**config.mk**
```make
export PLATFORM = sky130hd
export DESIGN_NAME = brent_kung_divider_controller
export DESIGN_NICKNAME = d
export VERILOG_FILES = /design/src/rtl/brent_kung_divider_controller_pkg.sv /design/src/rtl/brent_kung_adder.sv /design/src/rtl/brent_kung_divider_controller.sv
export SDC_FILE = /design/constraint.sdc
export NUM_CORES = 1
export LEC_CHECK = 0
export CAP_MARGIN = 20
export CORE_ASPECT_RATIO = 1.5
export CORE_MARGIN = 4
export CORE_UTILIZATION = 45
export CTS_CLUSTER_DIAMETER = 30
export DETAILED_ROUTE_END_ITERATION = 12
export PLACE_DENSITY = 0.66
export SKIP_CTS_REPAIR_TIMING = 1
export SLEW_MARGIN = 20
export SYNTH_ARGS = -nofsm -noshare
export SYNTH_HDL_FRONTEND = slang
export SYNTH_SLANG_ARGS = --single-unit
export TNS_END_PERCENT = 5
```
**constraint.sdc**
```tcl
create_clock -name clk -period 2.7 [get_ports clk]
set_input_delay 0.54 -clock clk [delete_from_list [all_inputs] [get_ports clk]]
set_output_delay 0.54 -clock clk [all_outputs]
set_load 0.03 [all_outputs]
```
**src/rtl/brent_kung_divider_controller_pkg.sv**
```systemverilog
`default_nettype none
// ============================================================================
// Module   : brent_kung_divider_controller_pkg
// Purpose  : Shared definitions for the restoring divider controller:
//            FSM state encoding, default operand width and the width of the
//            iteration counter.
// Revision : 1.0 - initial release
// ============================================================================
package brent_kung_divider_controller_pkg;

    // Default operand/result width of the divider and its trial subtractor.
    localparam int c_DEFAULT_WIDTH = 8;

    // Counter width needed to count WIDTH iterations (0 .. WIDTH-1).
    function automatic int cnt_width(input int width);
        return (width > 1) ? $clog2(width) : 1;
    endfunction

    localparam int c_DEFAULT_CNT_W = cnt_width(c_DEFAULT_WIDTH);

    typedef enum logic [1:0] {
        IDLE = 2'd0,
        CALC = 2'd1,
        DONE = 2'd2
    } state_t;

endpackage
`default_nettype wire

```
**src/rtl/brent_kung_adder.sv**
```systemverilog
`default_nettype none
// ============================================================================
// Module   : brent_kung_adder
// Purpose  : Parallel-prefix adder using the Brent-Kung up-sweep/down-sweep
//            carry network. sum = a + b + cin, cout = carry out of the MSB.
// Ports    : a, b  [WIDTH-1:0] addends
//            cin               carry in
//            sum   [WIDTH-1:0] result modulo 2^WIDTH
//            cout              carry out
// Revision : 1.0 - initial release
// ============================================================================
module brent_kung_adder #(
    parameter int WIDTH = 8
) (
    input  logic [WIDTH-1:0] a,
    input  logic [WIDTH-1:0] b,
    input  logic             cin,
    output logic [WIDTH-1:0] sum,
    output logic             cout
);

    localparam int c_LOG = $clog2(WIDTH);

    logic [WIDTH-1:0] w_p0;  // bitwise propagate, also the half-sum
    logic [WIDTH-1:0] w_g;   // group generate, becomes prefix carry G[i:-1]
    logic [WIDTH-1:0] w_p;   // group propagate (only needed during up-sweep)

    assign w_p0 = a ^ b;

    // The network is evaluated in place: at every level the node being
    // combined never reads another node updated on that same level, so a
    // single pair of vectors is enough. cin is folded into bit 0 so every
    // prefix already includes it.
    always_comb begin
        w_g    = a & b;
        w_p    = w_p0;
        w_g[0] = (a[0] & b[0]) | (w_p0[0] & cin);

        // Up-sweep: nodes at i = k*2^(l+1) - 1 absorb the block below.
        for (int l = 0; l < c_LOG; l++) begin
            for (int i = (2 << l) - 1; i < WIDTH; i += (2 << l)) begin
                w_g[i] = w_g[i] | (w_p[i] & w_g[i - (1 << l)]);
                w_p[i] = w_p[i] & w_p[i - (1 << l)];
            end
        end

        // Down-sweep: fill in the remaining prefixes from full ones below.
        for (int l = c_LOG - 2; l >= 0; l--) begin
            for (int i = 3 * (1 << l) - 1; i < WIDTH; i += (2 << l)) begin
                w_g[i] = w_g[i] | (w_p[i] & w_g[i - (1 << l)]);
            end
        end
    end

    assign sum  = w_p0 ^ {w_g[WIDTH-2:0], cin};
    assign cout = w_g[WIDTH-1];

endmodule
`default_nettype wire

```
**src/rtl/brent_kung_divider_controller.sv**
```systemverilog
`default_nettype none
// ============================================================================
// Module   : brent_kung_divider_controller
// Purpose  : Sequential restoring divider driven from a switch/button panel.
//            Operands are captured from the shared switch bus; a rising edge
//            on start launches a WIDTH-cycle divide that produces one
//            quotient bit per clock using a Brent-Kung adder as the trial
//            subtractor (R + ~B + 1).
// Ports    : clk, rst_n        clock, synchronous active-low reset
//            in      [W-1:0]   switch bus operand value
//            store_A, store_B  load dividend / divisor from in (IDLE/DONE)
//            start             button level, launches on rising edge
//            quotient[W-1:0]   registered quotient of the last completion
//            remainder[W-1:0]  registered remainder of the last completion
//            busy              high while dividing
//            done              high once a result is available
//            div_zero          high with done when the divisor was zero
// Revision : 1.0 - initial release
// ============================================================================
module brent_kung_divider_controller
    import brent_kung_divider_controller_pkg::*;
#(
    parameter int WIDTH = c_DEFAULT_WIDTH
) (
    input  logic             clk,
    input  logic             rst_n,
    input  logic [WIDTH-1:0] in,
    input  logic             store_A,
    input  logic             store_B,
    input  logic             start,
    output logic [WIDTH-1:0] quotient,
    output logic [WIDTH-1:0] remainder,
    output logic             busy,
    output logic             done,
    output logic             div_zero
);

    localparam int                c_CNT_W = cnt_width(WIDTH);
    localparam logic [c_CNT_W-1:0] c_LAST  = c_CNT_W'(WIDTH - 1);

    state_t             r_state;
    logic [WIDTH-1:0]   r_num_a;
    logic [WIDTH-1:0]   r_num_b;
    logic [WIDTH-1:0]   r_acc_r;     // working partial remainder
    logic [WIDTH-1:0]   r_acc_q;     // working dividend/quotient shift register
    logic [c_CNT_W-1:0] r_count;
    logic               r_start_d;
    logic [WIDTH-1:0]   r_quot;
    logic [WIDTH-1:0]   r_rem;
    logic               r_busy;
    logic               r_done;
    logic               r_div_zero;

    logic               w_start_edge;
    logic               w_msb;
    logic [WIDTH-1:0]   w_r_sh;
    logic [WIDTH-1:0]   w_diff;
    logic               w_cout;
    logic               w_ok;
    logic [WIDTH-1:0]   w_r_next;
    logic [WIDTH-1:0]   w_q_next;

    assign w_start_edge = start & ~r_start_d;

    // One step of {R,Q} << 1. The bit shifted out of R is the hidden ninth
    // bit of the shifted remainder; when it is set the subtraction always
    // fits even though the adder's carry out does not show it.
    assign w_msb  = r_acc_r[WIDTH-1];
    assign w_r_sh = {r_acc_r[WIDTH-2:0], r_acc_q[WIDTH-1]};

    brent_kung_adder #(
        .WIDTH (WIDTH)
    ) u_trial_sub (
        .a    (w_r_sh),
        .b    (~r_num_b),
        .cin  (1'b1),
        .sum  (w_diff),
        .cout (w_cout)
    );

    assign w_ok     = w_cout | w_msb;
    assign w_r_next = w_ok ? w_diff : w_r_sh;
    assign w_q_next = {r_acc_q[WIDTH-2:0], w_ok};

    always_ff @(posedge clk) begin
        if (!rst_n) begin
            r_state    <= IDLE;
            r_num_a    <= '0;
            r_num_b    <= '0;
            r_acc_r    <= '0;
            r_acc_q    <= '0;
            r_count    <= '0;
            r_start_d  <= 1'b0;
            r_quot     <= '0;
            r_rem      <= '0;
            r_busy     <= 1'b0;
            r_done     <= 1'b0;
            r_div_zero <= 1'b0;
        end else begin
            // Tracks the button in every state so a press held across the
            // end of a divide cannot relaunch it.
            r_start_d <= start;

            case (r_state)
                IDLE, DONE: begin
                    // Launch decisions below read the pre-edge operands, so a
                    // simultaneous store only affects the next run.
                    if (store_A) r_num_a <= in;
                    if (store_B) r_num_b <= in;

                    if (w_start_edge) begin
                        if (r_num_b == '0) begin
                            r_quot     <= '1;
                            r_rem      <= r_num_a;
                            r_div_zero <= 1'b1;
                            r_done     <= 1'b1;
                            r_busy     <= 1'b0;
                            r_state    <= DONE;
                        end else begin
                            r_acc_r    <= '0;
                            r_acc_q    <= r_num_a;
                            r_count    <= '0;
                            r_div_zero <= 1'b0;
                            r_done     <= 1'b0;
                            r_busy     <= 1'b1;
                            r_state    <= CALC;
                        end
                    end
                end

                CALC: begin
                    r_acc_r <= w_r_next;
                    r_acc_q <= w_q_next;
                    r_count <= r_count + 1'b1;
                    if (r_count == c_LAST) begin
                        r_quot  <= w_q_next;
                        r_rem   <= w_r_next;
                        r_busy  <= 1'b0;
                        r_done  <= 1'b1;
                        r_state <= DONE;
                    end
                end

                default: begin
                    r_busy  <= 1'b0;
                    r_state <= IDLE;
                end
            endcase
        end
    end

    assign quotient  = r_quot;
    assign remainder = r_rem;
    assign busy      = r_busy;
    assign done      = r_done;
    assign div_zero  = r_div_zero;

endmodule
`default_nettype wire

```
# Word-level counts from Yosys, hierarchy flattened
# Index checks and enable logic that the tools add are counted.
# word_totals
regBits,57
latchBits,0
ramBits,0
rom_bits,0
output_inout_bits,19
wordCells,96
n_memories,0
# classes
addsub,1
mul,0
div_mod_pow,0
order_cmp,0
eq_ne,7
shift,0
mux,30
bitwise_logic,35
n_reduce_logical,11
# ops
op,n
8-bit two-way mux,11
8-bit case mux with 2 select lines,4
1-bit AND,17
8-bit bitwise XOR,2
1-bit bitwise OR,13
8-bit AND,1
8-bit zero test,1
"2-bit inequality test, second input constant",4
8-bit NOT,1
2-bit AND reduction,4
1-bit two-way mux,6
2-bit two-way mux,3
3-bit two-way mux,2
3-bit case mux with 2 select lines,1
3-bit AND reduction,2
1-bit case mux with 2 select lines,2
2-bit case mux with 2 select lines,1
4-bit AND reduction,1
"3-bit by 1-bit adder with 3-bit output, second input constant",1
"3-bit equality test, second input constant",1
"2-bit by 1-bit equality test with 1-bit output, second input constant",1
"2-bit equality test, second input constant",1
2-bit zero test,1
2-bit nonzero test,1
2 further kinds,2

# Logic depth before layout (Yosys ltp)
# logic_depth
depth_word,15
depth_mapped,10

# Hierarchy
# From an unflattened synthesis, not the netlist that was laid out.
# unflattened
cells_unflattened,310
hier_area_um2,2766.4
# modules_own_cells
mod,n_inst,cells_per_inst,area_per_inst_um2
brent_kung_divider_controller,1,274,2447.3
brent_kung_adder,1,36,319.1

# Worst setup path after synthesis
# Ideal clock, no wire load.
# synth_path
kind,register to register
startpoint,register r_acc_q[7]
endpoint,register r_acc_r[6]
arrival_ps,2123
required_ps,2626
setup_slack_ps,503
path_stages_with_launch,10
cell_sequence,dfxtp_1 > inv_1 > ha_1 > fa_1 > nand2b_1 > a21oi_1 > nor2_1 > fa_1 > mux2_2 > o21ai_0
# synth_between
elab_chain_cells,11
# synth_lines
item,line,rtl
from (decl),brent_kung_divider_controller.sv:45,logic [WIDTH-1:0] r_acc_q;
from (signal assigned),brent_kung_divider_controller.sv:121,r_acc_q <= r_num_a;
from (signal assigned),brent_kung_divider_controller.sv:133,r_acc_q <= w_q_next;
1-bit AND / 8-bit bitwise XOR (equally long branches),"brent_kung_adder.sv:37, brent_kung_adder.sv:28",
1-bit bitwise OR (*),brent_kung_adder.sv:37,w_g[0] = (a[0] & b[0]) | (w_p0[0] & cin);
1-bit AND (*),brent_kung_adder.sv:42,w_g[i] = w_g[i] | (w_p[i] & w_g[i - (1 << l)]);
1-bit bitwise OR (*),brent_kung_adder.sv:42,
1-bit AND (*),brent_kung_adder.sv:42,
1-bit bitwise OR (*),brent_kung_adder.sv:42,
1-bit AND (on tied branches),"brent_kung_adder.sv:50, brent_kung_adder.sv:42",
1-bit bitwise OR (on tied branches),"brent_kung_adder.sv:50, brent_kung_adder.sv:42",
8-bit bitwise XOR / 1-bit bitwise OR (equally long branches),"brent_kung_adder.sv:55, brent_kung_divider_controller.sv:81",
8-bit two-way mux (*),brent_kung_divider_controller.sv:82,assign w_r_next = w_ok ? w_diff : w_r_sh;
8-bit case mux with 2 select lines (*),brent_kung_divider_controller.sv:104,case (r_state)
to (signal assigned),brent_kung_divider_controller.sv:132,r_acc_r <= w_r_next;
to (decl),brent_kung_divider_controller.sv:44,logic [WIDTH-1:0] r_acc_r;
# Every way passes the cells marked *; elsewhere a longest branch is shown, timed or not.
# A chain may end at the register's enable or synchronous reset.

# Worst setup path after layout
# layout_path
startpoint,register r_acc_q[7]
endpoint,"register r_rem[7], in the netlist remainder[7]"
# layout_between
elab_chain_cells,14
# layout_lines
item,line,rtl
1-bit AND / 8-bit bitwise XOR (equally long branches),"brent_kung_adder.sv:37, brent_kung_adder.sv:28",
1-bit bitwise OR (*),brent_kung_adder.sv:37,
1-bit AND (*),brent_kung_adder.sv:42,
1-bit bitwise OR (*),brent_kung_adder.sv:42,
1-bit AND (*),brent_kung_adder.sv:42,
1-bit bitwise OR (*),brent_kung_adder.sv:42,
1-bit AND,brent_kung_adder.sv:50,w_g[i] = w_g[i] | (w_p[i] & w_g[i - (1 << l)]);
1-bit bitwise OR,brent_kung_adder.sv:50,
1-bit AND,brent_kung_adder.sv:50,
1-bit bitwise OR,brent_kung_adder.sv:50,
8-bit bitwise XOR,brent_kung_adder.sv:55,"assign sum = w_p0 ^ {w_g[WIDTH-2:0], cin};"
8-bit two-way mux (*),brent_kung_divider_controller.sv:82,
8-bit two-way mux (*),brent_kung_divider_controller.sv:135,if (r_count == c_LAST) begin
8-bit case mux with 2 select lines (*),brent_kung_divider_controller.sv:104,
to (signal assigned),brent_kung_divider_controller.sv:114,r_rem <= r_num_a;
to (signal assigned),brent_kung_divider_controller.sv:137,r_rem <= w_r_next;
to (decl),brent_kung_divider_controller.sv:49,logic [WIDTH-1:0] r_rem;
# Every way passes the cells marked *; elsewhere a longest branch is shown, timed or not. The select of a mux whose other input is x is not followed.

==> out/metrics.cfg <==
[global_route]
grt_antenna_before_repair=0
globalRouteTotalUtil_pct=19.80
grt_start_max_net_pins=29
grt_pass1_wl_um=10840
grt-ovfl-total=0
first_global_vias=2256

[timing]
slew_violations=0
grt_setup_unrepaired=no
finalSetupViolations=0
maxSlewHeadroom_pct=49.61
max_freq_ghz=0.4023
tightestPinTransition_ps=755.8
timing.final.crit_share_pct=92.06
hold_fails_final_rpt=0
skew_ps=9.324
final.setup.tns_ps=0
min_period_ps=2486
timing.final.ws_setup_ps=214.3

[die]
floorplan.die.height_um=102.3
dieArea_mm2=0.007249
fp.coreArea_mm2=0.005786
row_count=34
die_w_um=70.87
num_io_pins=32
start_util_pct=46.11

[power]
p_leak_uw=0.001323
ir_drop_mv=0.4892
power.density_cell_area_mw_per_mm2=722.1

[cells_and_area]
share_of_cells_above_drive_strength_1_pct=9.763
num-fill-cells=570
regArea_mm2=0.001141
nets=360
fin_util_pct=55.88
antenna_cells_inserted=0
flow.area_growth_from_synthesis_pct=21.20
area_of_combinational_cells_with_multiple_inputs_mm2=0.001406

[clocking]
cts_tree=built
tritoncts.num_buffers=9
htree_num_levels=3
max-clock-path-buffers=2
clk_pin_slew_worst_paths_ps=60
root_buffer=clkbuf_8
clk_lat_worst_skew_ps=340
clkSinkCount=57

[worst_hold_path]
worst_hold_path.num_cells=2
capture_endpoint_of_the_worst_hold_path=quotient[3]$_SDFFE_PN0P_
class_of_the_worst_hold_path=reg2reg
worst_hold_startpoint=quotient[3]$_SDFFE_PN0P_

[setup_path]
critical_path.max_stage_delay_ps=410
slowest_stage=fa_1
r2r_end=remainder[7]$_SDFFE_PN0P_
critical_path_arrival_ps=2690
worst-path-stages=10
worstReg2RegStart=r_acc_q[7]$_SDFFE_PN0P_
timing.critical_path.to_type=flip-flop
sort_of_element_at_the_start_of_the_critical_path=flip-flop
r2r.worst_path.cells=10
crit_path_cell_trace=inv_1 > ha_1 > fa_1 > nand2b_1 > a21oi_1 > nor2_1 > fa_1 > xnor2_1 > mux2i_1 > a21oi_1
critical_path_launch_point=r_acc_q[7]$_SDFFE_PN0P_
crit_required_ps=2910
r2r_slack_ps=210
critical_path.top_delay_family=adder cells
critical_path.n_buffers_inverters=1
path_class=reg2reg
cp_max_fo=3

[route]
drtPass1Iterations=5
detailroute.via_count=2208
ant_nets=0
finalWirelength_um=6491
dr.first_iter.drc_count=107
detail_route.vias_per_cell=5.385
remaining_drc_errors=0
route.detailed.wl_per_inst_um=15.83

[run_status]
run_status=finished clean

[placed_design]
gpl.final_weighted_congestion=0.8069
portBuffers=31
place.detailed.hpwl_um=4926
dp_worst_setup_slack_ps=112.4

[logic_synthesis]
syn_area_per_cell_um2=8.892
synth_top_area_share_pct=42.78
postSynthRegisterBits=57
yosys_most_used_dff=dfxtp_1
synth-edff-count=0
largest_area_contributor_in_the_synthesized_netlist=dfxtp_1
synth.yosys.warnings=0
yosys.cell_count.top_type=nand2_1
asyncSetResetFlopFracSynth_pct=0
syn-cell-area_mm2=0.002668
post_synth_most_frequent_cells=64 x nand2_1, 57 x dfxtp_1, 22 x a21boi_0
seq_area_frac_synth_pct=42.78
syn-instance-count=300
synth_top_cells_by_area=dfxtp_1 43%, nand2_1 9.0%, a21boi_0 6.2%, ha_1 4.2%, o21ai_0 3.2%
synth_cell_types=50
synth_nets=326

[flow_run]
timing.max_cap.violations=0

[flip-flops by register name (all words and copies together) (netlist names), 2 cells and up]
register	flops
r_num_a	8
r_state	2
quotient	8
r_num_b	8
r_count	3
r_acc_q	8
r_acc_r	8
remainder	8
[per-layer routing]
layer  vias up  share of wire [%]  global-route usage (%)
li1       1103                  -                       -
met4         0                5.1                   14.04
met3        22                2.3                   3.150
met2        36                 52                   35.31
met5         -                  0                       0
met1      1047                 40                   21.04
[how the worst max path moves through the flow]
stage                                 to  slack, ps
3_3_place_gp   remainder[0]$_SDFFE_PN0P_        130
5_1_grt          r_acc_r[7]$_SDFFE_PN0P_         70
3_5_place_dp   remainder[0]$_SDFFE_PN0P_        110
2_1_floorplan    r_acc_r[6]$_SDFFE_PN0P_        500
4_1_cts          r_acc_r[7]$_SDFFE_PN0P_        190
6_report       remainder[7]$_SDFFE_PN0P_        210
[stage by stage]
| stage | cells | hold WS (ps) | area (µm²) | total power (µW) |
|---|---|---|---|---|
| floorplan | 300 | 450.5 | 2668 | 1421 |
| global placement | 395 | 451.8 | 3057 | 1608 |
| detailed placement | 395 | 460.9 | 3057 | 1617 |
| CTS | 410 | 468.4 | 3233 | 2359 |
| global route | 410 | 503.5 | 3233 | 2466 |
| finish | 410 | 469.3 | 3233 | 2335 |
[power by group]
part / switching, µW / internal (µW)
Clock: 323 / 416
Sequential: 67.8 / 926
Combinational: 335 / 267
[worst min-delay path, cell delays in order (launching register included)]
cell and delay [ps]:
dfxtp_1 310, nand2_1 50, a21boi_0 70
[logic make-up (layout without fill, tap and decap cells)]
group / count (synthesis) / after routing / share of synthesized area (%)
AO/OA/AOI/OAI: 84 / 84 / 22.61
flip-flops: 57 / 57 / 42.78
AND/OR/NAND/NOR: 106 / 106 / 18.48
multiplexers: 9 / 9 / 3.424
buffers and inverters: 28 / 66 / 4.503
XOR/XNOR: 3 / 3 / 0.9852
adder cells (fa/ha/maj): 13 / 13 / 7.223
[cell type report]
class / count / share of cell area, %
repair buffers: 40 / 11.69
inverters: 11 / 1.277
multi-input cells: 215 / 43.50
clock inverters: 4 / 1.393
clock buffers: 11 / 4.063
well taps: 72 / 2.786
flip-flops and latches: 57 / 35.29
[cells in the final DEF (no fill, tap or decap), types with 2 or more instances in the layout]
master	n
nor3b_1	2
clkbuf_1	2
mux2i_1	8
nand2b_1	6
and2_1	3
nor2_1	7
xor2_1	2
a21oi_1	10
o21a_1	6
nand2_1	64
o21ai_0	17
o211a_1	6
fa_1	4
dfxtp_1	57
a22oi_1	2
inv_1	11
ha_1	9
clkbuf_8	9
clkinv_2	3
buf_4	9
and2_2	2
nor2b_1	7
nand3_1	6
clkdlybuf4s50_1	31
a21o_1	3
a21boi_0	22
o221ai_1	5
nor4_1	2
(Power assumes the default switching activity.)
